`src/rtl/dram_read_arbiter.sv`:
```
// Round-robin arbiter sharing one DRAM read port among NUM_REQ requesters.
// One burst is outstanding at a time. Beats are forwarded one cycle late, and error flags are sticky.
module dram_read_arbiter #(
  parameter int unsigned NUM_REQ         = 2,
  parameter int unsigned AXI_ADDR_WIDTH  = 32,
  parameter int unsigned DRAM_DATA_WIDTH = 512,
  parameter int unsigned TIMEOUT_CYCLES  = 1024,
  localparam int unsigned GID_W = (NUM_REQ > 1) ? $clog2(NUM_REQ) : 1
) (
  input  logic                          clk_pixel,
  input  logic                          dram_arbiter_reset,
  input  logic [NUM_REQ-1:0]            req_valid,
  input  logic [NUM_REQ*AXI_ADDR_WIDTH-1:0] req_addr,
  input  logic [NUM_REQ*8-1:0]          req_len,
  output logic [NUM_REQ-1:0]            req_ready,
  output logic [DRAM_DATA_WIDTH-1:0]    rsp_data,
  output logic [NUM_REQ-1:0]            rsp_valid,
  output logic [AXI_ADDR_WIDTH-1:0]     dram_read_addr,
  output logic [7:0]                    dram_read_len,
  output logic                          dram_read_en,
  input  logic [DRAM_DATA_WIDTH-1:0]    dram_read_data,
  input  logic                          dram_read_data_valid,
  input  logic                          dram_read_busy,
  output logic [GID_W-1:0]              arb_grant_id,
  output logic                          arb_busy,
  output logic                          arb_timeout,
  output logic                          arb_stray
);

  localparam int unsigned TW = $clog2(TIMEOUT_CYCLES + 1);
  localparam logic [TW-1:0] TmoLast = TW'(TIMEOUT_CYCLES - 1);
  localparam logic [GID_W:0] NumReq = (GID_W + 1)'(NUM_REQ);

  typedef enum logic [1:0] {StIdle, StIssue, StWaitData} state_e;

  state_e           state_q;
  logic [GID_W-1:0] rr_ptr_q;
  logic [8:0]       beat_cnt_q;
  logic [TW-1:0]    tmo_cnt_q;

  logic [GID_W-1:0] pick;
  logic             found;
  logic [GID_W:0]   idx;
  logic [GID_W:0]   rr_inc;
  logic [GID_W-1:0] rr_next;

  // First requesting index at or after rr_ptr, searched cyclically.
  always_comb begin
    found = 1'b0;
    pick  = '0;
    idx   = '0;
    for (int k = 0; k < NUM_REQ; k++) begin
      idx = {1'b0, rr_ptr_q} + (GID_W + 1)'(k);
      if (idx >= NumReq) idx = idx - NumReq;
      if (!found && req_valid[idx[GID_W-1:0]]) begin
        found = 1'b1;
        pick  = idx[GID_W-1:0];
      end
    end
  end

  always_comb begin
    rr_inc  = {1'b0, arb_grant_id} + 1'b1;
    rr_next = (rr_inc >= NumReq) ? '0 : rr_inc[GID_W-1:0];
  end

  assign arb_busy = (state_q != StIdle);

  always_ff @(posedge clk_pixel) begin
    if (dram_arbiter_reset) begin
      state_q        <= StIdle;
      rr_ptr_q       <= '0;
      beat_cnt_q     <= '0;
      tmo_cnt_q      <= '0;
      arb_grant_id   <= '0;
      req_ready      <= '0;
      rsp_valid      <= '0;
      rsp_data       <= '0;
      dram_read_en   <= 1'b0;
      dram_read_addr <= '0;
      dram_read_len  <= '0;
      arb_timeout    <= 1'b0;
      arb_stray      <= 1'b0;
    end else begin
      req_ready    <= '0;
      rsp_valid    <= '0;
      dram_read_en <= 1'b0;
      unique case (state_q)
        StIdle: begin
          if (dram_read_data_valid) arb_stray <= 1'b1;
          // Command registers load here so dram_read_en is high throughout ISSUE.
          if (found && !dram_read_busy) begin
            req_ready[pick] <= 1'b1;
            arb_grant_id    <= pick;
            dram_read_en    <= 1'b1;
            dram_read_addr  <= req_addr[pick*AXI_ADDR_WIDTH +: AXI_ADDR_WIDTH];
            dram_read_len   <= req_len[pick*8 +: 8];
            state_q         <= StIssue;
          end
        end
        StIssue: begin
          if (dram_read_data_valid) arb_stray <= 1'b1;
          beat_cnt_q <= {1'b0, dram_read_len} + 9'd1;
          tmo_cnt_q  <= '0;
          state_q    <= StWaitData;
        end
        StWaitData: begin
          if (dram_read_data_valid) begin
            rsp_data                <= dram_read_data;
            rsp_valid[arb_grant_id] <= 1'b1;
            beat_cnt_q              <= beat_cnt_q - 9'd1;
            tmo_cnt_q               <= '0;
            if (beat_cnt_q == 9'd1) begin
              state_q  <= StIdle;
              rr_ptr_q <= rr_next;
            end
          end else if (tmo_cnt_q == TmoLast) begin
            arb_timeout <= 1'b1;
            state_q     <= StIdle;
            rr_ptr_q    <= rr_next;
          end else begin
            tmo_cnt_q <= tmo_cnt_q + 1'b1;
          end
        end
        default: state_q <= StIdle;
      endcase
    end
  end

endmodule

```
`config.mk`:
```
export PLATFORM = sky130hd
export DESIGN_NAME = dram_read_arbiter
export DESIGN_NICKNAME = d
export VERILOG_FILES = /design/src/rtl/dram_read_arbiter.sv
export SDC_FILE = /design/constraint.sdc
export NUM_CORES = 1
export LEC_CHECK = 0
export ABC_CLOCK_PERIOD_IN_PS = 2000
export CORE_AREA = 10 10 439 441
export DETAILED_ROUTE_END_ITERATION = 10
export DIE_AREA = 0 0 449 451
export PLACE_DENSITY = 0.4
export REMOVE_ABC_BUFFERS = 1
export SLEW_MARGIN = 40
export SYNTH_ARGS = -nofsm -noshare
export SYNTH_HDL_FRONTEND = slang
export SYNTH_SLANG_ARGS = --single-unit
```
`constraint.sdc`:
```
create_clock -name clk_pixel -period 2 [get_ports clk_pixel]
set_input_delay 0.4 -clock clk_pixel [delete_from_list [all_inputs] [get_ports clk_pixel]]
set_output_delay 0.4 -clock clk_pixel [all_outputs]
set_load 0.01 [all_outputs]
```
==> flow_summary.toml, run 1 <==
[run_status]
status = "completed"

[logic_synthesis]
ys_seq_elements = 583
synth_top_area_share_pct = 56.1
synth_seq_area_share_pct = 56.1
yosys.area_share.simple_pct = 21.8
yosysMostFrequentCell = "nand2_1"
synthAdderAreaFrac_pct = 0.241
synth-xor-area-share_pct = 0.253
synthTopCellsByArea = "dfxtp_1 56%, nand2_1 19%, a21oi_1 13%, clkbuf_1 2.3%, mux2i_1 1.9%"
avgSynthCellArea_sq_um = 7.99
synthTopCellsByCount = "1036 x nand2_1, 583 x dfxtp_1, 526 x a21oi_1"
synth-main-ff-cell = "dfxtp_1"
synth_top_family_by_area = "simple AND/OR/NAND/NOR gates"
yosysWarningCount = 0
yosysTopAreaCell = "dfxtp_1"
synth_area_sq_um = 20800
synthesis.instances = 2603
synth_compound_area_share_pct = 15.5
muxShareOfSynthArea_pct = 2.03
synth_edf_count = 0
synth.distinct_cells = 54
async_flop_share_pct = 0

[power_and_ir_drop]
p_switching_mw = 8.23
power.leakage_nw = 15.8
ir_worst_vdd_uv = 653
p_seq_share_pct = 39.3
swShare_pct = 26.5
power_density_nw_per_um2 = 800
pwr-share-comb_pct = 12.1
p_clk_share_pct = 48.6
intPower_mw = 22.9

[hold_path]
min_path_type = "input port to flip-flop"

[grt]
grt_pass1_vias = 22600
overflow = 0
grt_max_degree = 54
antenna_found_initial = 55
track_usage_pct = 13.9
grt_pass1_wl_mm = 198

[clocking]
cts_root_buf = "clkbuf_16"
numCtsBuffers = 81
cts_buffer_depth = 3
insertion_delay_ns = 0.70
clock-sinks = 583
cts_max_level = 3
clkTransAtPathRegs_ns = 0.06
cts_tree = "built"

[floorplan]
pin_count = 1159
core_area_sq_um = 184000
die-area_sq_um = 202000
chipWidth_microns = 449
start_util_pct = 11.3
die_h_microns = 451
rows = 158

[final_layout]
drive_above_1_share_pct = 9.46
design_area_sq_um = 38900
area_growth_pct = 86.9
fin_nets = 4429

[worst_setup_path]
crit_path_max_incr_delay_ns = 0.49
crit_chain = "clkdlybuf4s15_1"
cp.buffers_inverters = 1
critPathKind = "flip-flop to output pin"
endpoint_kind = "output pin"
path_delay_family = "buffers and inverters"
required_ns = 1.60
cp-start-kind = "flip-flop"
path_max_fanout = 2
crit_path_top_delay_cell = "clkdlybuf4s15_1"
critPathArrivalTime_ns = 1.51

[detailed_routing]
ant_nets = 0
detail_route.wl_per_cell_microns = 23.2
dr.pass1.iters = 7
vias = 22800
drc = 0
avgViaCountPerCell = 3.56
drt_iter0_drc = 1461
wl_mm = 149

[timing]
final-setup-viol-count = 0
clock.fmax_mhz = 524
final_min_period_over_clock_period_pct = 95.5
slew_violations = 0
tns_ns = 0
min_period_ns = 1.91
hold_violations = 0
relSlewSlack_pct = 56.9
tightestPinTransition_ns = 0.647
rsz0062_at_grt = "false"
finClkSkew_ns = 0.0401

[placement]
dp_hpwl_mm = 122
routabilityCongestion = 0.903
placed_area_sq_um = 36700
port_buffers = 1158

[flow_run]
max-cap-violations = 0
-- what timing repair did --
item                                    CTS  global route
hold buffers                              1             0
setup buffers                             0             2
endpoints found under the setup margin  557             9
endpoints found under the hold margin    12             0
pin swaps                                 0             4
resized for setup                       627             7
-- through the flow --
stage	power, mW	std cells	utilization [%]	setup WS, ns	hold WS [ns]
6_report	31.1	6397	21.1	0.0905	0.238
5_1_grt	32.4	6392	21.1	0.00245	0.170
4_1_cts	31.8	6370	21.1	0.000217	0.124
3_5_place_dp	16.5	6221	19.9	-0.340	0.446
3_3_place_gp	16.5	6221	19.9	-0.300	0.441
2_1_floorplan	13.5	2406	-	-10.75	0.449
-- cells in the final DEF, fill, tap and decap left out, types with 4 or more instances in the layout --
cell type / count
nand2_1: 1036
clkdlybuf4s50_1: 596
dfxtp_1: 557
dlygate4sd2_1: 530
a21oi_1: 526
buf_4: 131
clkbuf_16: 81
nor2_1: 58
buf_12: 52
a211oi_1: 41
mux2i_1: 40
dfxtp_2: 26
diode_2: 25
clkinv_2: 18
clkbuf_1: 18
nand3_1: 13
clkbuf_8: 13
clkdlybuf4s15_1: 12
clkdlybuf4s15_2: 11
nor3_1: 9
o21ai_0: 9
inv_1: 8
bufinv_16: 7
nor2b_1: 5
nor4_1: 5
a31oi_1: 4
o211ai_1: 4
xnor2_1: 4
inv_6: 4
-- final cells by class --
| cell class | instances | area (sq um) |
|---|---|---|
| fillers | 20700 | 145000 |
| clock inverters | 36 | 463 |
| diodes | 25 | 62.6 |
| multi-input cells | 1815 | 8310 |
| inverters | 8 | 30.0 |
| clock buffers | 112 | 2270 |
| flip-flops and latches | 583 | 11700 |
| well taps | 2480 | 3100 |
| repair buffers | 1338 | 12900 |
-- path summary, 6_finish.rpt --
path | start | to | slack, ns | cells past startpoint
max | rsp_data[300] | rsp_data[300] | 0.09 | 1
min | dram_read_data[241] | rsp_data[241] | 0.24 | 3
max reg2reg | tmo_cnt_q[1] | tmo_cnt_q[2] | 0.09 | 5
min reg2reg | rsp_data[219] | rsp_data[219] | 0.45 | 2
-- sequential cells by signal, indices dropped and copies added, names as in the netlist, 2 cells and up --
name and count:
dram_read_addr 32, state_q 2, req_ready 2, dram_read_len 8, beat_cnt_q 9, tmo_cnt_q 11
rsp_valid 2, rsp_data 512
-- power by group through the flow --
stage	registers [mW]	clock network, mW	logic [mW]
6_report	12.2	15.1	3.78
5_1_grt	12.3	16.1	4.06
3_5_place_dp	12.5	0	4.04
4_1_cts	12.2	15.7	3.84
2_1_floorplan	12.6	0	0.958
3_3_place_gp	12.5	0	4.06
-- routing by layer --
metal | vias up | wire length [microns] | track usage [%]
met1 | 10700 | 60700 | 16.3
met4 | 6 | 3820 | 5.14
met3 | 188 | 11600 | 4.96
met5 | - | 31 | 0
met2 | 847 | 72400 | 23.2
li1 | 11000 | - | -
-- logic make-up after synthesis --
family	count (synthesis)
mux	42
buf+inv	205
xor+xnor	6
fa+ha+maj	4
flops	583
compound gates	606
simple gates	1157
No activity file was read; power rests on OpenSTA's default activity.
==> run 2, diff against run 1 <==
==> constraint.sdc (replaced) <==
create_clock -name clk_pixel -period 2 [get_ports clk_pixel]
set_input_delay 0.5 -clock clk_pixel [delete_from_list [all_inputs] [get_ports clk_pixel]]
set_output_delay 0.5 -clock clk_pixel [all_outputs]
set_load 0.01 [all_outputs]
==> run 2 against run 1 <==
Against the previous run: hold slack lost 0.11 ns; global-route usage fell by 0.20 points; clock power fell by 4%; cell count shrank 0.25%; combinational power about the same; largest cell class unchanged; sequential power hardly changed.
==> flow_summary.toml, run 2 (synthesis gave the netlist of run 1 again) <==
[clocking]
cts_max_level = 3
cts_buffer_depth = 3
clock-sinks = 583
cts_tree = "built"
insertion_delay_ns = 0.69
cts_root_buf = "clkbuf_16"
numCtsBuffers = 79
clkTransAtPathRegs_ns = 0.05

[detailed_routing]
drc = 0
detail_route.wl_per_cell_microns = 23.0
dr.pass1.iters = 7
wl_mm = 147
drt_iter0_drc = 1464
vias = 22900
avgViaCountPerCell = 3.58
ant_nets = 0

[floorplan]
core_area_sq_um = 184000
pin_count = 1159
die_h_microns = 451
die-area_sq_um = 202000
rows = 158
start_util_pct = 11.3
chipWidth_microns = 449

[final_layout]
ff_latch_area_sq_um = 11700
largest-register = "rsp_data"
multi_input_area_sq_um = 8320
reg.largest.list = "rsp_data (512), dram_read_addr (32), tmo_cnt_q (11)"
largest_register_ffs = 512
area_growth_pct = 86.6
final_common_cell = "nand2_1"
layout_common_cells = "1036 x nand2_1, 596 x clkdlybuf4s50_1, 547 x dfxtp_1"
fin_nets = 4434
drive_above_1_share_pct = 10.7
final_cells = 6381
n_fill_cell = 20700

[timing]
rsz0062_at_grt = "false"
clock.fmax_mhz = 515
relSlewSlack_pct = 66.7
setup_ws_ns = 0.0597
hold_violations = 0
final-setup-viol-count = 0
final_min_period_over_clock_period_pct = 97.0
finClkSkew_ns = 0.0211
min_period_ns = 1.94
slew_violations = 0
tightestPinTransition_ns = 0.498

[grt]
met1_usage_pct = 16.3
track_usage_pct = 13.7
overflow = 0
use_met2_pct = 23.9
antenna_found_initial = 59
grt_pass1_wl_mm = 196
grt_max_degree = 64
met3_usage_pct = 4.42
busiest_layer = "met2"
grt_pass1_vias = 22200

[power_and_ir_drop]
p_seq_share_pct = 40.1
pwr-share-comb_pct = 12.4
swShare_pct = 26.1
power.leakage_nw = 15.6
p_switching_mw = 7.95
p_clk_share_pct = 47.5
power_density_nw_per_um2 = 785
intPower_mw = 22.5
ir_worst_vdd_uv = 567

[worst_setup_path]
endpoint_kind = "flip-flop"
required_ns = 2.58
critPathKind = "flip-flop to flip-flop"
reg2reg_slack_ns = 0.06
cp-start-kind = "flip-flop"
path_max_fanout = 6
critPathArrivalTime_ns = 2.52

[run_status]
status = "completed"

[hold_path]
min_path_type = "input port to flip-flop"

[placement]
dp_hpwl_mm = 121
port_buffers = 1158
dp_slack_ns = -0.432
placed_cells = 6228
routabilityCongestion = 0.888

[flow_run]
max-cap-violations = 0
run 2: changes by cell type in the layout (fill, tap and decap cells not counted), moves of 7 or more:
cell,before,now
buf_12,52,45
buf_4,131,145
clkdlybuf4s15_1,12,28
clkdlybuf4s15_2,11,45
clkinv_2,18,9
dfxtp_1,557,547
dfxtp_2,26,33
diode_2,25,12
dlygate4sd2_1,530,476
run 2: path summary, 6_finish.rpt:
check / from / to / cells past startpoint
worst min-delay path: dram_arbiter_reset / rsp_data[500] / 2
worst max-delay path: state_q[1] / tmo_cnt_q[2] / 7
worst max register to register: state_q[1] / tmo_cnt_q[2] / 7
worst min register to register: rsp_data[226] / rsp_data[226] / 2
run 2: layout make-up:
class	count	area share (%)
multi-input cells	1815	21.4
clock buffers	111	5.82
inverters	8	0.0774
repair buffers	1345	33.5
clock inverters	27	0.938
flip-flops and latches	583	30.2
diodes	12	0.0774
well taps	2480	7.99
run 2: power groups by stage:
stage | Combinational (mW) | Sequential [mW] | Clock, mW
4_1_cts | 3.85 | 12.2 | 15.1
3_3_place_gp | 4.05 | 12.5 | 0
3_5_place_dp | 4.03 | 12.5 | 0
6_report | 3.78 | 12.2 | 14.5
5_1_grt | 4.06 | 12.2 | 15.5
2_1_floorplan | 0.958 | 12.6 | 0
run 2: worst max-delay path, cell delays in order (launching register included):
cell and delay, ns:
dfxtp_4 0.34, buf_4 0.15, buf_4 0.15, nor2b_1 0.39
buf_4 0.24, a211oi_4 0.04, buf_4 0.16, a221o_1 0.34
run 2: what timing repair did:
| item | in CTS | in global routing |
|---|---|---|
| setup endpoints to repair | 561 | 13 |
| hold buffers | 0 | 0 |
| resized for setup | 735 | 11 |
| pin swaps | 1 | 2 |
| buffers inserted | 2 | 1 |
run 2: routing by layer:
metal,vias up,routed length (microns)
li1,11000,-
met1,10800,60400
met2,832,73000
met3,183,10700
met4,2,2530
met5,-,13
run 2: stage by stage:
step | area, sq um | power (mW) | hold WS [ns] | TNS, ns | util (%)
finish | 38800 | 30.5 | 0.124 | 0 | 21.1
global placement | 36600 | 16.5 | 0.441 | -119.55 | 19.9
detailed placement | 36600 | 16.5 | 0.446 | -133.93 | 19.9
CTS | 38800 | 31.2 | 0.0435 | -0.227 | 21.0
global route | 38800 | 31.8 | 0.0878 | 0 | 21.1
floorplan | 20000 | 13.5 | 0.449 | -4633.90 | -
==> run 3, diff against run 2 <==
--- a/config.mk
+++ b/config.mk
@@ -7,6 +7,7 @@
 export LEC_CHECK = 0
 export ABC_CLOCK_PERIOD_IN_PS = 2000
 export CORE_AREA = 10 10 439 441
+export CTS_CLUSTER_DIAMETER = 30
 export DETAILED_ROUTE_END_ITERATION = 10
 export DIE_AREA = 0 0 449 451
 export PLACE_DENSITY = 0.4
==> run 3 against run 2 <==
Against the previous run: sequential power barely moved; clock power rose by 110%; hold slack improved by 0.13 ns; clock skew rose by 0.020 ns; via count rose by 4.2%; largest cell class unchanged; die area did not move; worst setup slack got worse by 0.050 ns; cell count rose by 3.4%; count of clock-buffer cells in the layout rose by 189; core utilization rose by 2.2 points.
==> flow_summary.toml, run 3 (synthesis gave the netlist of run 1 again) <==
[hold_path]
min_path_type = "input port to flip-flop"

[grt]
met1_usage_pct = 16.3
grt_max_degree = 64
met3_usage_pct = 5.14
track_usage_pct = 14.0
overflow = 0
grt_pass1_wl_mm = 199
busiest_layer = "met2"
grt_pass1_vias = 23500
antenna_found_initial = 59
use_met2_pct = 24.0

[timing]
finClkSkew_ns = 0.0408
hold_violations = 0
tns_ns = 0
rsz0062_at_grt = "true"
holdWs_ns = 0.249
slew_violations = 0
relSlewSlack_pct = 67.9
setup_ws_ns = 0.00949
final_min_period_over_clock_period_pct = 99.5
clock.fmax_mhz = 502
tightestPinTransition_ns = 0.480
min_period_ns = 1.99
final-setup-viol-count = 0

[worst_setup_path]
endpoint_kind = "output pin"
crit_path_max_incr_delay_ns = 0.34
path_max_fanout = 2
critPathArrivalTime_ns = 1.49
required_ns = 1.50
cp-start-kind = "flip-flop"
crit_chain = "or2_4 > buf_6"
critPathKind = "flip-flop to output pin"
crit_path_top_delay_cell = "dfxtp_4"

[detailed_routing]
wl_mm = 149
vias = 23800
avgViaCountPerCell = 3.61
ant_nets = 0
dr.pass1.iters = 5
drc = 0
drt_iter0_drc = 1434
detail_route.wl_per_cell_microns = 22.5

[floorplan]
rows = 158
die-area_sq_um = 202000
die_h_microns = 451
start_util_pct = 11.3
core_area_sq_um = 184000
pin_count = 1159
chipWidth_microns = 449

[power_and_ir_drop]
p_switching_mw = 10.9
ir_worst_vdd_uv = 708
p_seq_share_pct = 26.6
power_density_nw_per_um2 = 1070
pwr-share-comb_pct = 8.3
power.leakage_nw = 16.3
p_clk_share_pct = 65.1
swShare_pct = 23.6
intPower_mw = 35.2

[final_layout]
largest_register_ffs = 512
area_growth_pct = 106
drive_above_1_share_pct = 21.1
final_common_cell = "nand2_1"
final_util_pct = 23.3
largest-register = "rsp_data"
fin_nets = 4547
reg.largest.list = "rsp_data (512), dram_read_addr (32), tmo_cnt_q (11)"
layout_common_cells = "1036 x nand2_1, 596 x clkdlybuf4s50_1, 531 x dfxtp_1"
n_fill_cell = 20300

[clocking]
clock-sinks = 583
cts_buffer_depth = 3
cts_tree = "built"
cts_root_buf = "clkbuf_16"
insertion_delay_ns = 0.79
numCtsBuffers = 191
clkTransAtPathRegs_ns = 0.04
cts_max_level = 4

[placement]
routabilityCongestion = 0.888
dp_hpwl_mm = 121
port_buffers = 1158
dp_slack_ns = -0.432

[run_status]
status = "completed"

[flow_run]
max-cap-violations = 0
==> run 3: cell count changes in the layout (fill, tap and decap cells not counted), moves of 16 or more <==
| cell | previous run | this run |
|---|---|---|
| dlygate4sd2_1 | 476 | 111 |
| clkbuf_2 | 1 | 19 |
| clkdlybuf4s15_1 | 28 | 144 |
| clkbuf_8 | 16 | 59 |
| clkdlybuf4s15_2 | 45 | 172 |
| clkbuf_1 | 16 | 47 |
| dfxtp_4 | 3 | 29 |
| dfxtp_1 | 547 | 531 |
| clkbuf_16 | 79 | 194 |
| clkinv_2 | 9 | 37 |
| buf_2 | 5 | 104 |
==> run 3: area by class of cell <==
type	count	area [sq um]	share of cell area [%]
Sequential cell	583	11800	27.5
Clock inverter	58	758	1.77
Inverter	8	30.0	0.0700
Tap cell	2480	3100	7.23
Timing Repair Buffer	1346	13000	30.3
Multi-Input combinational cell	1815	8320	19.4
Clock buffer	300	5840	13.6
Antenna cell	10	25.0	0.0583
==> run 3: metal layers <==
metal	routed length, microns	vias up
met5	13	-
met4	3460	2
met3	12200	264
met2	73300	981
met1	59800	11200
li1	-	11400
==> run 3: path summary, 6_finish.rpt <==
check / cells after the start / start / end / slack, ns
setup / recovery: 2 / state_q[1] / arb_busy / 0.009
hold / removal: 3 / dram_read_data[504] / rsp_data[504] / 0.25
setup reg to reg: 5 / tmo_cnt_q[0] / tmo_cnt_q[0] / 0.08
hold reg to reg: 2 / rsp_data[63] / rsp_data[63] / 0.45
==> run 3: worst max-delay path: cells and delay by family, from the launching register on <==
family        cells  cell delay (ns)
flops             1             0.34
simple gates      1             0.24
buf+inv           1             0.13
==> run 3: power by group through the flow <==
stage / clock, mW / sequential (mW) / combinational [mW]
after floorplan: 0 / 12.6 / 0.958
final: 30.0 / 12.3 / 3.81
after CTS: 30.7 / 12.3 / 3.88
after global placement: 0 / 12.5 / 4.05
after detailed placement: 0 / 12.5 / 4.03
after global routing: 31.4 / 12.3 / 4.09
==> run 3: timing repair <==
action	4_1_cts	5_1_grt
setup endpoints to repair	562	46
hold buffers	1	0
buffers inserted	3	0
cloned	0	0
pin swaps	1	2
resized for setup	1509	44
hold endpoints to repair	11	0
==> run 3: stage by stage <==
| stage | area (sq um) | power (mW) | instances |
|---|---|---|---|
| floorplan | 20000 | 13.5 | 2406 |
| finish | 42900 | 46.1 | 6600 |
| detailed placement | 36600 | 16.5 | 6228 |
| CTS | 43000 | 46.8 | 6590 |
| global route | 42900 | 47.8 | 6596 |
| global placement | 36600 | 16.5 | 6228 |
